File: config.mk
export PLATFORM = sky130hd
export DESIGN_NAME = scp_079
export DESIGN_NICKNAME = d
export VERILOG_FILES = /design/src/rtl/scp_079.sv
export SDC_FILE = /design/constraint.sdc
export NUM_CORES = 1
export LEC_CHECK = 0
export ABC_AREA = 1
export CAP_MARGIN = 10
export CORE_MARGIN = 8
export CORE_UTILIZATION = 25
export DETAILED_ROUTE_END_ITERATION = 12
export HOLD_SLACK_MARGIN = 0.15
export PLACE_DENSITY = 0.5
export SETUP_SLACK_MARGIN = 0.15
export SYNTH_ARGS = -nofsm -noshare
export SYNTH_HDL_FRONTEND = slang
export SYNTH_SLANG_ARGS = --single-unit
File: constraint.sdc
create_clock -name i_clock -period 4.4 [get_ports i_clock]
set_input_delay 1.1 -clock i_clock [delete_from_list [all_inputs] [get_ports i_clock]]
set_output_delay 1.1 -clock i_clock [all_outputs]
set_load 0.01 [all_outputs]
File: src/rtl/scp_079.sv
// ---------------------------------------------------------------------------
// scp_079 -- containment-monitor FSM.
//
// Once per clock the block samples a one-hot condition (green/yellow/red).
// From that it tracks six phases: nominal, attack, two levels of escalating
// trouble, lockdown and recovery. It reports the phase code, how long it has
// been in that phase, three alarm levels and a flag for a malformed input.
//
// Ports
//   i_clock      in   1  system clock, rising-edge active
//   i_reset_n    in   1  asynchronous, active-low reset
//   i_green      in   1  condition nominal
//   i_yellow     in   1  condition degraded
//   i_red        in   1  condition critical
//   o_state      out  3  current state code (OK=0 .. RECOVER=5)
//   o_timer      out  6  cycles in current state (LOCKDOWN: consecutive greens)
//   o_a1         out  1  alarm level 1 (TROUBLE_A1, TROUBLE_A2, LOCKDOWN)
//   o_a2         out  1  alarm level 2 (TROUBLE_A2, LOCKDOWN)
//   o_a3         out  1  alarm level 3 (LOCKDOWN)
//   o_cheat_out  out  1  invalid condition sampled on the last edge
// ---------------------------------------------------------------------------
module scp_079 #(
  parameter int T_OK     = 20,
  parameter int T_ATTACK = 10,
  parameter int T_A1     = 30,
  parameter int T_A2     = 60,
  parameter int T_LOCK   = 10,
  parameter int T_REC    = 5
) (
  input  logic       i_clock,
  input  logic       i_reset_n,
  input  logic       i_green,
  input  logic       i_yellow,
  input  logic       i_red,
  output logic [2:0] o_state,
  output logic [5:0] o_timer,
  output logic       o_a1,
  output logic       o_a2,
  output logic       o_a3,
  output logic       o_cheat_out
);

  localparam logic [2:0] S_OK     = 3'd0;
  localparam logic [2:0] S_ATTACK = 3'd1;
  localparam logic [2:0] S_A1     = 3'd2;
  localparam logic [2:0] S_A2     = 3'd3;
  localparam logic [2:0] S_LOCK   = 3'd4;
  localparam logic [2:0] S_REC    = 3'd5;

  // Timer values on which the leaving transition fires (T-1, all T in 1..64).
  localparam logic [5:0] L_OK     = 6'(T_OK - 1);
  localparam logic [5:0] L_ATTACK = 6'(T_ATTACK - 1);
  localparam logic [5:0] L_A1     = 6'(T_A1 - 1);
  localparam logic [5:0] L_A2     = 6'(T_A2 - 1);
  localparam logic [5:0] L_LOCK   = 6'(T_LOCK - 1);
  localparam logic [5:0] L_REC    = 6'(T_REC - 1);

  logic [2:0] r_state;
  logic [5:0] r_timer;
  logic       r_cheat;
  logic [2:0] w_state_next;
  logic [5:0] w_timer_next;
  logic       w_valid;

  // Exactly one condition line high; anything else freezes the FSM.
  assign w_valid = ({i_green, i_yellow, i_red} == 3'b100) ||
                   ({i_green, i_yellow, i_red} == 3'b010) ||
                   ({i_green, i_yellow, i_red} == 3'b001);

  // State register.
  always_ff @(posedge i_clock or negedge i_reset_n) begin
    if (!i_reset_n) begin
      r_state <= S_OK;
      r_timer <= 6'd0;
      r_cheat <= 1'b0;
    end else begin
      r_state <= w_state_next;
      r_timer <= w_timer_next;
      r_cheat <= !w_valid;
    end
  end

  // Next-state and timer logic.
  always_comb begin
    w_state_next = r_state;
    w_timer_next = r_timer;
    if (r_state > S_REC) begin
      // Unused codes recover unconditionally, even on an invalid sample.
      w_state_next = S_OK;
      w_timer_next = 6'd0;
    end else if (w_valid) begin
      // With a valid sample, "not red and not yellow" means green.
      case (r_state)
        S_OK: begin
          if (i_red)                  w_state_next = S_LOCK;
          else if (i_yellow)          w_state_next = S_A1;
          else if (r_timer == L_OK)   w_state_next = S_ATTACK;
        end
        S_ATTACK: begin
          if (i_red)                    w_state_next = S_LOCK;
          else if (i_yellow)            w_state_next = S_A1;
          else if (r_timer == L_ATTACK) w_state_next = S_OK;
        end
        S_A1: begin
          if (i_red)                  w_state_next = S_LOCK;
          else if (i_green)           w_state_next = S_REC;
          else if (r_timer == L_A1)   w_state_next = S_A2;
        end
        S_A2: begin
          if (i_red)                  w_state_next = S_LOCK;
          else if (i_green)           w_state_next = S_REC;
          else if (r_timer == L_A2)   w_state_next = S_LOCK;
        end
        S_LOCK: begin
          if (i_green && (r_timer == L_LOCK)) w_state_next = S_REC;
        end
        S_REC: begin
          if (i_red)                  w_state_next = S_LOCK;
          else if (i_yellow)          w_state_next = S_A1;
          else if (r_timer == L_REC)  w_state_next = S_OK;
        end
        default: w_state_next = S_OK;
      endcase

      if (w_state_next != r_state)
        w_timer_next = 6'd0;
      else if ((r_state == S_LOCK) && !i_green)
        w_timer_next = 6'd0;          // lockdown counts consecutive greens only
      else if (r_timer != 6'd63)
        w_timer_next = r_timer + 6'd1;
    end
  end

  // Moore outputs decoded from the registered state.
  always_comb begin
    o_a1 = 1'b0;
    o_a2 = 1'b0;
    o_a3 = 1'b0;
    case (r_state)
      S_A1:    o_a1 = 1'b1;
      S_A2:    begin o_a1 = 1'b1; o_a2 = 1'b1; end
      S_LOCK:  begin o_a1 = 1'b1; o_a2 = 1'b1; o_a3 = 1'b1; end
      default: ;
    endcase
  end

  assign o_state     = r_state;
  assign o_timer     = r_timer;
  assign o_cheat_out = r_cheat;

endmodule

==> impl_metrics.py, run 1 <==
metrics = {
    "cts": {
        "clock_latency_ns": 0.23,
        "numCtsBuffers": 3,
        "cts_root_buffer": "clkbuf_8",
        "cts_buffer_depth": 2,
        "cts_tree": "built",
        "cts_setup_buffers": 0,
        "cts.hold.buffers_added": 0,
        "cts_sinks": 10,
        "path_clk_slew_ns": 0.05,
        "ctsResizeCount": 0,
        "h-tree-depth": 1,
    },
    "routing": {
        "wl_per_cell_um": 11.72,
        "vias": 1047,
        "ant_nets": 0,
        "drt_first_pass_iters": 4,
        "drtIter0Drc": 73,
        "drt-total-wl_um": 2778,
        "vias_per_cell": 4.418,
        "post-route-drc-count": 0,
    },
    "logic_synthesis": {
        "syn_nets": 178,
        "ys_seq_area_frac": 0.2451,
        "synth_seq_cells": 10,
        "synthesis.area_um2": 1021,
        "ys_types": 24,
        "avgSynthCellArea_um2": 6.006,
        "synthTopCellsByArea": "dfrtp_1, nand2_1, inv_1",
        "synth_top_cell_area_share": 0.2451,
        "netlist.top_cell.by_area": "dfrtp_1",
        "yosys_warnings": 0,
        "netlist_instances": 170,
    },
    "sta": {
        "tns_ns": 0,
        "fmax_mhz": 358.4,
        "fin_crit_ns": 2.790,
        "drv_slew": 0,
        "setup_slack_ns": 1.610,
        "hold_viol": 0,
        "finalSetupViolCount": 0,
        "relSlewSlack": 0.4765,
        "worst_pin_slew_ns": 0.7800,
        "fin_crit_sh": 0.6341,
        "skew_ns": 0.006229,
        "rsz0062_at_grt": "false",
    },
    "layout": {
        "drive_gt1_frac": 0.1176,
        "final_cell_mix": "nand2_1, inv_1, nor2_1, clkdlybuf4s50_1, nand3_1",
        "nets": 197,
        "areaGrowthSynthToFinish_pct": 25.00,
        "layout_commonest_cell": "nand2_1",
        "diodes": 0,
    },
    "global_route": {
        "met1_usage": 0.1163,
        "groute.usage.overall": 0.09045,
        "grt_pass1_vias": 1010,
        "overflow": 0,
        "grt_max_degree": 14,
        "grt.busiest_layer": "met2",
        "antenna_found_initial": 0,
        "grt_pass1_wl_um": 4726,
        "grt_util_met3": 0.01239,
        "met2_usage": 0.1487,
    },
    "hold_path": {
        "min_delay_worst_endpoint": "o_timer[1]",
        "hold_depth": 2,
        "hp-start": "o_timer[1]",
        "min_path_type": "register to register",
    },
    "floorplan": {
        "fp.dieArea_um2": 6385,
        "coreArea_um2": 3971,
        "placementRows": 23,
        "die_y_um": 79.91,
        "pin_count": 18,
        "die_w_um": 79.91,
        "initial_utilization": 0.2571,
    },
    "outcome": {
        "outcome": "complete, no violations",
    },
    "power": {
        "power.density_nw_per_um2": 504.3,
        "ir_drop_mv": 0.2003,
        "p_leak_nw": 0.6145,
    },
    "critical_path": {
        "r2r_cells": 14,
        "critical-path-top-delay-family": "buffers and inverters",
        "end_kind": "primary output",
        "cp_cell_sequence": "nor2_2 -> nand2_2 -> o21ai_0 -> clkdlybuf4s50_1",
        "rr_startpoint": "o_timer[0]",
        "crit_buf_inv": 1,
        "rr_endpoint": "o_timer[1]",
        "worstSetupStartpointType": "register",
        "cp_slowest_cell": "clkdlybuf4s50_1",
        "slowest_delay_ns": 0.55,
        "worstPathRequired_ns": 3.30,
        "regToRegSetupSlack_ns": 2.40,
        "crit_arrival_ns": 1.69,
        "cp_max_fo": 10,
        "worstSetupPathType": "register to primary output",
    },
    "placed_design": {
        "dp_slack_ns": 1.310,
        "place_hpwl_um": 2304,
        "gp_congestion": 0.8478,
        "portBuffers": 17,
    },
    "job": {
        "maxCapViolations": 0,
    },
}
-- metal layers --
layer	wire length, µm	vias to the layer above	part of all wire
met5	0	-	0
met4	19	0	0.0068
met3	85	2	0.031
met2	1308	13	0.47
met1	1365	456	0.49
li1	-	576	-
-- through the flow --
step	util	instances	hold WS, ns	cell area, µm²	power [mW]
after floorplan	-	170	0.5449	1021	0.4163
after detailed placement	0.3110	234	0.5451	1235	0.5567
after global routing	0.3214	237	0.5895	1276	0.7109
after CTS	0.3214	237	0.5535	1276	0.6513
after global placement	0.3110	234	0.5480	1235	0.5617
final	0.3214	237	0.5470	1276	0.6435
-- registers in the layout, summed over array words and instances, names as in the netlist --
name         cells
o_timer          6
o_cheat_out      1
o_state          3
-- tightest hold or removal path, stage by stage, from the launching register on --
cell,delay [ns]
dfrtp_1,0.39
nand2_1,0.07
nand2_1,0.05
-- how the worst max path moves through the flow --
stage	slack [ns]	start	to	cells after the start
final	1.61	o_state[1]	o_a2	4
after global routing	1.38	i_red	o_state[1]	8
after CTS	1.54	i_red	o_timer[0]	9
after detailed placement	1.31	i_red	o_state[1]	8
after global placement	1.35	i_red	o_state[1]	8
after floorplan	2.27	i_yellow	o_timer[0]	8
-- synth_stat cells --
| master | instances |
|---|---|
| buf_4 | 2 |
| a211oi_1 | 1 |
| nor2_4 | 2 |
| xor2_1 | 1 |
| nor2_1 | 22 |
| nand4_1 | 9 |
| inv_2 | 6 |
| o21ai_0 | 7 |
| nand2_2 | 2 |
| nand2_1 | 49 |
| clkbuf_1 | 1 |
| dfrtp_1 | 10 |
| nand3_2 | 2 |
| o31ai_1 | 1 |
| ha_1 | 3 |
| nor2_2 | 4 |
| a21oi_2 | 1 |
| nor3_1 | 2 |
| a21oi_1 | 4 |
| inv_1 | 22 |
| nand2_4 | 1 |
| nor3_2 | 1 |
| nor3b_1 | 1 |
| nand3_1 | 16 |
-- kinds of logic after synthesis --
kind of cell | after synthesis | share of synthesized area
and+or+nand+nor | 111 | 0.5110
adders and majority gates | 3 | 0.03677
xor gates and xnor gates | 1 | 0.008580
buffers and inverters | 31 | 0.1213
AOI/OAI and AO/OA | 14 | 0.07721
DFF | 10 | 0.2451
-- area by class of cell --
cell class	instances	area (µm²)
Fill cell	456	2695
Multi-Input combinational cell	129	646.9
Sequential cell	10	250.2
Timing Repair Buffer	17	170.2
Inverter	28	105.1
Tap cell	50	62.56
Clock buffer	3	41.29
-- where the power goes --
part,total (mW),internal (mW),switching (mW)
clock,0.0925,0.0597,0.0329
sequential,0.154,0.112,0.0424
combinational,0.397,0.163,0.233
(Power assumes the default switching activity.)
==> run 2: changes to the inputs <==
Settings changed: PLACE_DENSITY 0.5 to 0.51.
Clock period 4.4 ns to 2.45 ns, I/O delays scaled along.
==> impl_metrics.py, run 2 (synthesis gave the netlist of run 1 again) <==
metrics = {
    "floorplan": {
        "die_w_um": 79.91,
        "coreArea_um2": 3971,
        "die_y_um": 79.91,
        "initial_utilization": 0.2571,
        "pin_count": 18,
        "fp.dieArea_um2": 6385,
        "placementRows": 23,
    },
    "sta": {
        "tns_ns": 0,
        "drv_slew": 0,
        "setup_slack_ns": 0.2895,
        "fin_crit_sh": 0.8818,
        "finalSetupViolCount": 0,
        "fmax_mhz": 462.9,
        "rsz0062_at_grt": "false",
        "relSlewSlack": 0.6808,
        "hold_viol": 0,
        "fin_crit_ns": 2.160,
        "worst_pin_slew_ns": 0.4774,
        "skew_ns": 0.003451,
    },
    "job": {
        "maxCapViolations": 0,
    },
    "critical_path": {
        "critical-path-top-delay-family": "buffers and inverters",
        "critPathLaunch": "o_state[0]",
        "rr_startpoint": "o_timer[0]",
        "regToRegSetupSlack_ns": 0.56,
        "worstPathRequired_ns": 1.84,
        "cp_slowest_cell": "clkdlybuf4s50_1",
        "end_kind": "primary output",
        "cp_max_fo": 8,
        "setup.worst_path.end": "o_a3",
        "r2r_cells": 16,
        "cp_cell_sequence": "nor2_2 -> nand2_2 -> inv_2 -> clkdlybuf4s50_1",
        "slowest_delay_ns": 0.53,
        "rr_endpoint": "o_timer[2]",
        "crit_arrival_ns": 1.55,
        "path_depth": 4,
        "crit_buf_inv": 2,
        "worstSetupPathType": "register to primary output",
        "worstSetupStartpointType": "register",
    },
    "placed_design": {
        "portBuffers": 17,
        "dp_slack_ns": 0.1701,
        "gp_congestion": 0.8541,
        "place_hpwl_um": 2330,
    },
    "cts": {
        "numCtsBuffers": 3,
        "path_clk_slew_ns": 0.05,
        "cts.hold.buffers_added": 0,
        "ctsResizeCount": 0,
        "clock_latency_ns": 0.23,
        "cts_buffer_depth": 2,
        "cts_root_buffer": "clkbuf_8",
        "cts_setup_buffers": 0,
        "h-tree-depth": 1,
        "cts_sinks": 10,
        "cts_tree": "built",
    },
    "routing": {
        "drt-total-wl_um": 2832,
        "wl_per_cell_um": 11.65,
        "ant_nets": 0,
        "post-route-drc-count": 0,
        "drt_first_pass_iters": 6,
        "drtIter0Drc": 73,
        "vias": 1088,
        "vias_per_cell": 4.477,
    },
    "layout": {
        "layout_commonest_cell": "nand2_1",
        "final_cell_mix": "nand2_1, inv_1, nor2_1, nand3_1, clkdlybuf4s50_1",
        "largest_reg_flops": 6,
        "fin_util": 0.3340,
        "diodes": 0,
        "nets": 203,
        "fill_cells": 455,
        "drive_gt1_frac": 0.1554,
        "areaGrowthSynthToFinish_pct": 29.90,
    },
    "global_route": {
        "grt_pass1_vias": 1095,
        "overflow": 0,
        "grt_pass1_wl_um": 5009,
        "grt_max_degree": 11,
        "antenna_found_initial": 0,
        "groute.usage.overall": 0.09326,
    },
    "power": {
        "ir_drop_mv": 0.2699,
        "p_leak_nw": 0.6520,
        "power.density_nw_per_um2": 902.8,
    },
    "hold_path": {
        "min_path_type": "register to register",
    },
    "outcome": {
        "outcome": "complete, no violations",
    },
}
run 2: per-stage QoR:
stage / instance area (µm²) / cells / hold slack [ns] / power [mW]
floorplan: 1021 / 170 / 0.3169 / 0.7477
global route: 1326 / 243 / 0.5965 / 1.323
detailed placement: 1280 / 240 / 0.5499 / 1.049
global placement: 1280 / 240 / 0.5333 / 1.054
finish: 1326 / 243 / 0.5583 / 1.197
CTS: 1321 / 243 / 0.5740 / 1.226
run 2: worst min path at each step:
stage                           from     endpoint  slack (ns)  cells after the start
after CTS                 o_timer[1]   o_timer[1]        0.57                      2
after global placement    o_timer[1]   o_timer[1]        0.53                      2
after floorplan            i_reset_n  o_cheat_out        0.32                      0
final                     o_timer[1]   o_timer[1]        0.56                      2
after detailed placement  o_timer[1]   o_timer[1]        0.55                      2
after global routing      o_timer[0]   o_timer[0]        0.60                      2
run 2: routing by layer:
| metal | global-route usage | routed length (µm) | up-vias |
|---|---|---|---|
| li1 | - | - | 586 |
| met4 | 0.02727 | 22 | 0 |
| met2 | 0.1504 | 1239 | 11 |
| met1 | 0.1230 | 1459 | 489 |
| met5 | 0 | 0 | - |
| met3 | 0.01577 | 112 | 2 |
run 2: power by group:
group	total [mW]	internal, mW	switching, mW
combinational	0.780	0.323	0.457
sequential	0.254	0.204	0.0505
clock	0.163	0.107	0.0562
total	1.20	0.633	0.564
run 2: worst reg2reg max path, cell delays in order (launching register included):
cell and delay (ns):
dfrtp_1 0.42, inv_1 0.14, ha_1 0.16, nand2_1 0.05
inv_1 0.07, nand3_1 0.12, nand3_1 0.10, nand2_1 0.07
inv_2 0.06, nand3_2 0.08, nand2_1 0.08, nand2_1 0.05
nor2_1 0.11, nand3_2 0.09, nand2_2 0.11, nand2_1 0.06
nand2_1 0.07
run 2: area by class of cell:
type,count,area [µm²],share of cell area
Timing Repair Buffer,23,217.7,0.1642
Sequential cell,10,252.7,0.1906
Inverter,28,105.1,0.07925
Clock buffer,3,41.29,0.03113
Multi-Input combinational cell,129,646.9,0.4877
Tap cell,50,62.56,0.04717
==> run 3: changes to the inputs <==
Settings changed: PLACE_DENSITY 0.51 to 0.5.
Clock period 2.45 ns to 2.2 ns, I/O delays scaled along.
==> impl_metrics.py, run 3 (synthesis gave the netlist of run 1 again) <==
metrics = {
    "sta": {
        "hold_ws_ns": 0.6140,
        "fmax_mhz": 502.7,
        "skew_ns": 0.0009827,
        "hold_viol": 0,
        "drv_slew": 0,
        "setup_slack_ns": 0.2107,
        "worst_pin_slew_ns": 0.4844,
        "finalSetupViolCount": 0,
        "fin_crit_sh": 0.9042,
        "fin_crit_ns": 1.989,
        "rsz0062_at_grt": "false",
        "relSlewSlack": 0.6760,
    },
    "placed_design": {
        "dp_slack_ns": -0.04775,
        "dp_cells": 247,
        "place_hpwl_um": 2373,
        "gp_congestion": 0.8533,
        "dpl_cell_area_um2": 1333,
        "portBuffers": 17,
    },
    "routing": {
        "drt_first_pass_iters": 5,
        "drt-total-wl_um": 2905,
        "drtIter0Drc": 103,
        "vias_per_cell": 4.520,
        "vias": 1139,
        "wl_per_cell_um": 11.53,
        "ant_nets": 0,
        "post-route-drc-count": 0,
    },
    "floorplan": {
        "die_w_um": 79.91,
        "placementRows": 23,
        "coreArea_um2": 3971,
        "die_y_um": 79.91,
        "initial_utilization": 0.2571,
        "fp.dieArea_um2": 6385,
        "pin_count": 18,
    },
    "global_route": {
        "grt_max_degree": 12,
        "grt_pass1_wl_um": 4940,
        "overflow": 0,
        "groute.usage.overall": 0.09605,
        "antenna_found_initial": 0,
        "grt_pass1_vias": 1100,
    },
    "critical_path": {
        "cp_max_fo": 6,
        "crit_arrival_ns": 1.44,
        "r2r_cells": 16,
        "worstSetupPathType": "register to primary output",
        "worstSetupStartpointType": "register",
        "worstPathRequired_ns": 1.65,
        "end_kind": "primary output",
    },
    "layout": {
        "diodes": 0,
        "layout_commonest_cell": "nand2_1",
        "nets": 212,
        "fill_cells": 444,
        "final_cell_mix": "nand2_1, nor2_1, inv_1, nand3_1, buf_4",
        "fin_area_um2": 1408,
        "largest_reg_flops": 6,
        "final_cells": 252,
        "drive_gt1_frac": 0.2277,
        "areaGrowthSynthToFinish_pct": 37.87,
    },
    "cts": {
        "clock_latency_ns": 0.23,
        "cts_buffer_depth": 2,
        "path_clk_slew_ns": 0.05,
        "numCtsBuffers": 3,
        "cts_tree": "built",
        "cts.hold.buffers_added": 0,
        "cts_sinks": 10,
        "cts_root_buffer": "clkbuf_8",
        "h-tree-depth": 1,
    },
    "power": {
        "p_leak_nw": 0.7071,
        "ir_drop_mv": 0.2932,
        "power.density_nw_per_um2": 973.2,
    },
    "job": {
        "maxCapViolations": 0,
    },
    "hold_path": {
        "min_path_type": "register to register",
        "hold_depth": 2,
    },
    "outcome": {
        "outcome": "complete, no violations",
    },
}
run 3: critical path: stages, from the launching register on:
cell and delay [ns]:
dfrtp_2 0.37, buf_4 0.16, buf_4 0.15, clkdlybuf4s50_1 0.54
run 3: timing repair:
action                     CTS  global route
setup endpoints to repair    3             7
setup buffers                1             1
resized for setup            4            10
run 3: final timing paths:
kind,startpoint,endpoint,slack (ns)
hold reg to reg,o_timer[3],o_timer[3],0.61
hold / removal,o_timer[3],o_timer[3],0.61
setup reg to reg,o_state[1],o_timer[2],0.33
max in group asynchronous,i_reset_n,o_state[1],1.19
min in group asynchronous,i_reset_n,o_timer[4],0.65
setup / recovery,o_state[1],o_state[1],0.21
run 3: where the power goes:
group | internal [mW] | switching, mW | total, mW
combinational | 0.378 | 0.546 | 0.924
sequential | 0.226 | 0.0350 | 0.261
clock | 0.119 | 0.0651 | 0.184
total | 0.724 | 0.646 | 1.37
run 3: stage by stage:
step | power (mW) | setup TNS, ns | utilization
after floorplan | 0.8326 | 0 | -
after global placement | 1.193 | -0.2652 | 0.3355
after detailed placement | 1.184 | -0.2522 | 0.3355
after CTS | 1.365 | 0 | 0.3472
after global routing | 1.499 | 0 | 0.3544
final | 1.370 | 0 | 0.3544
run 3: layer usage:
layer | vias up | GRT usage | part of all wire
li1 | 607 | - | -
met1 | 502 | 0.1185 | 0.48
met2 | 26 | 0.1584 | 0.45
met3 | 4 | 0.01464 | 0.055
met4 | 0 | 0.04545 | 0.015
met5 | - | 0 | 0
run 3: final cells by class:
class,count,area (µm²),share of cell area
Sequential cell,10,251.5,0.1787
Inverter,28,105.1,0.07467
Tap cell,50,62.56,0.04444
Timing Repair Buffer,32,284.0,0.2018
Multi-Input combinational cell,129,663.1,0.4711
Clock buffer,3,41.29,0.02933
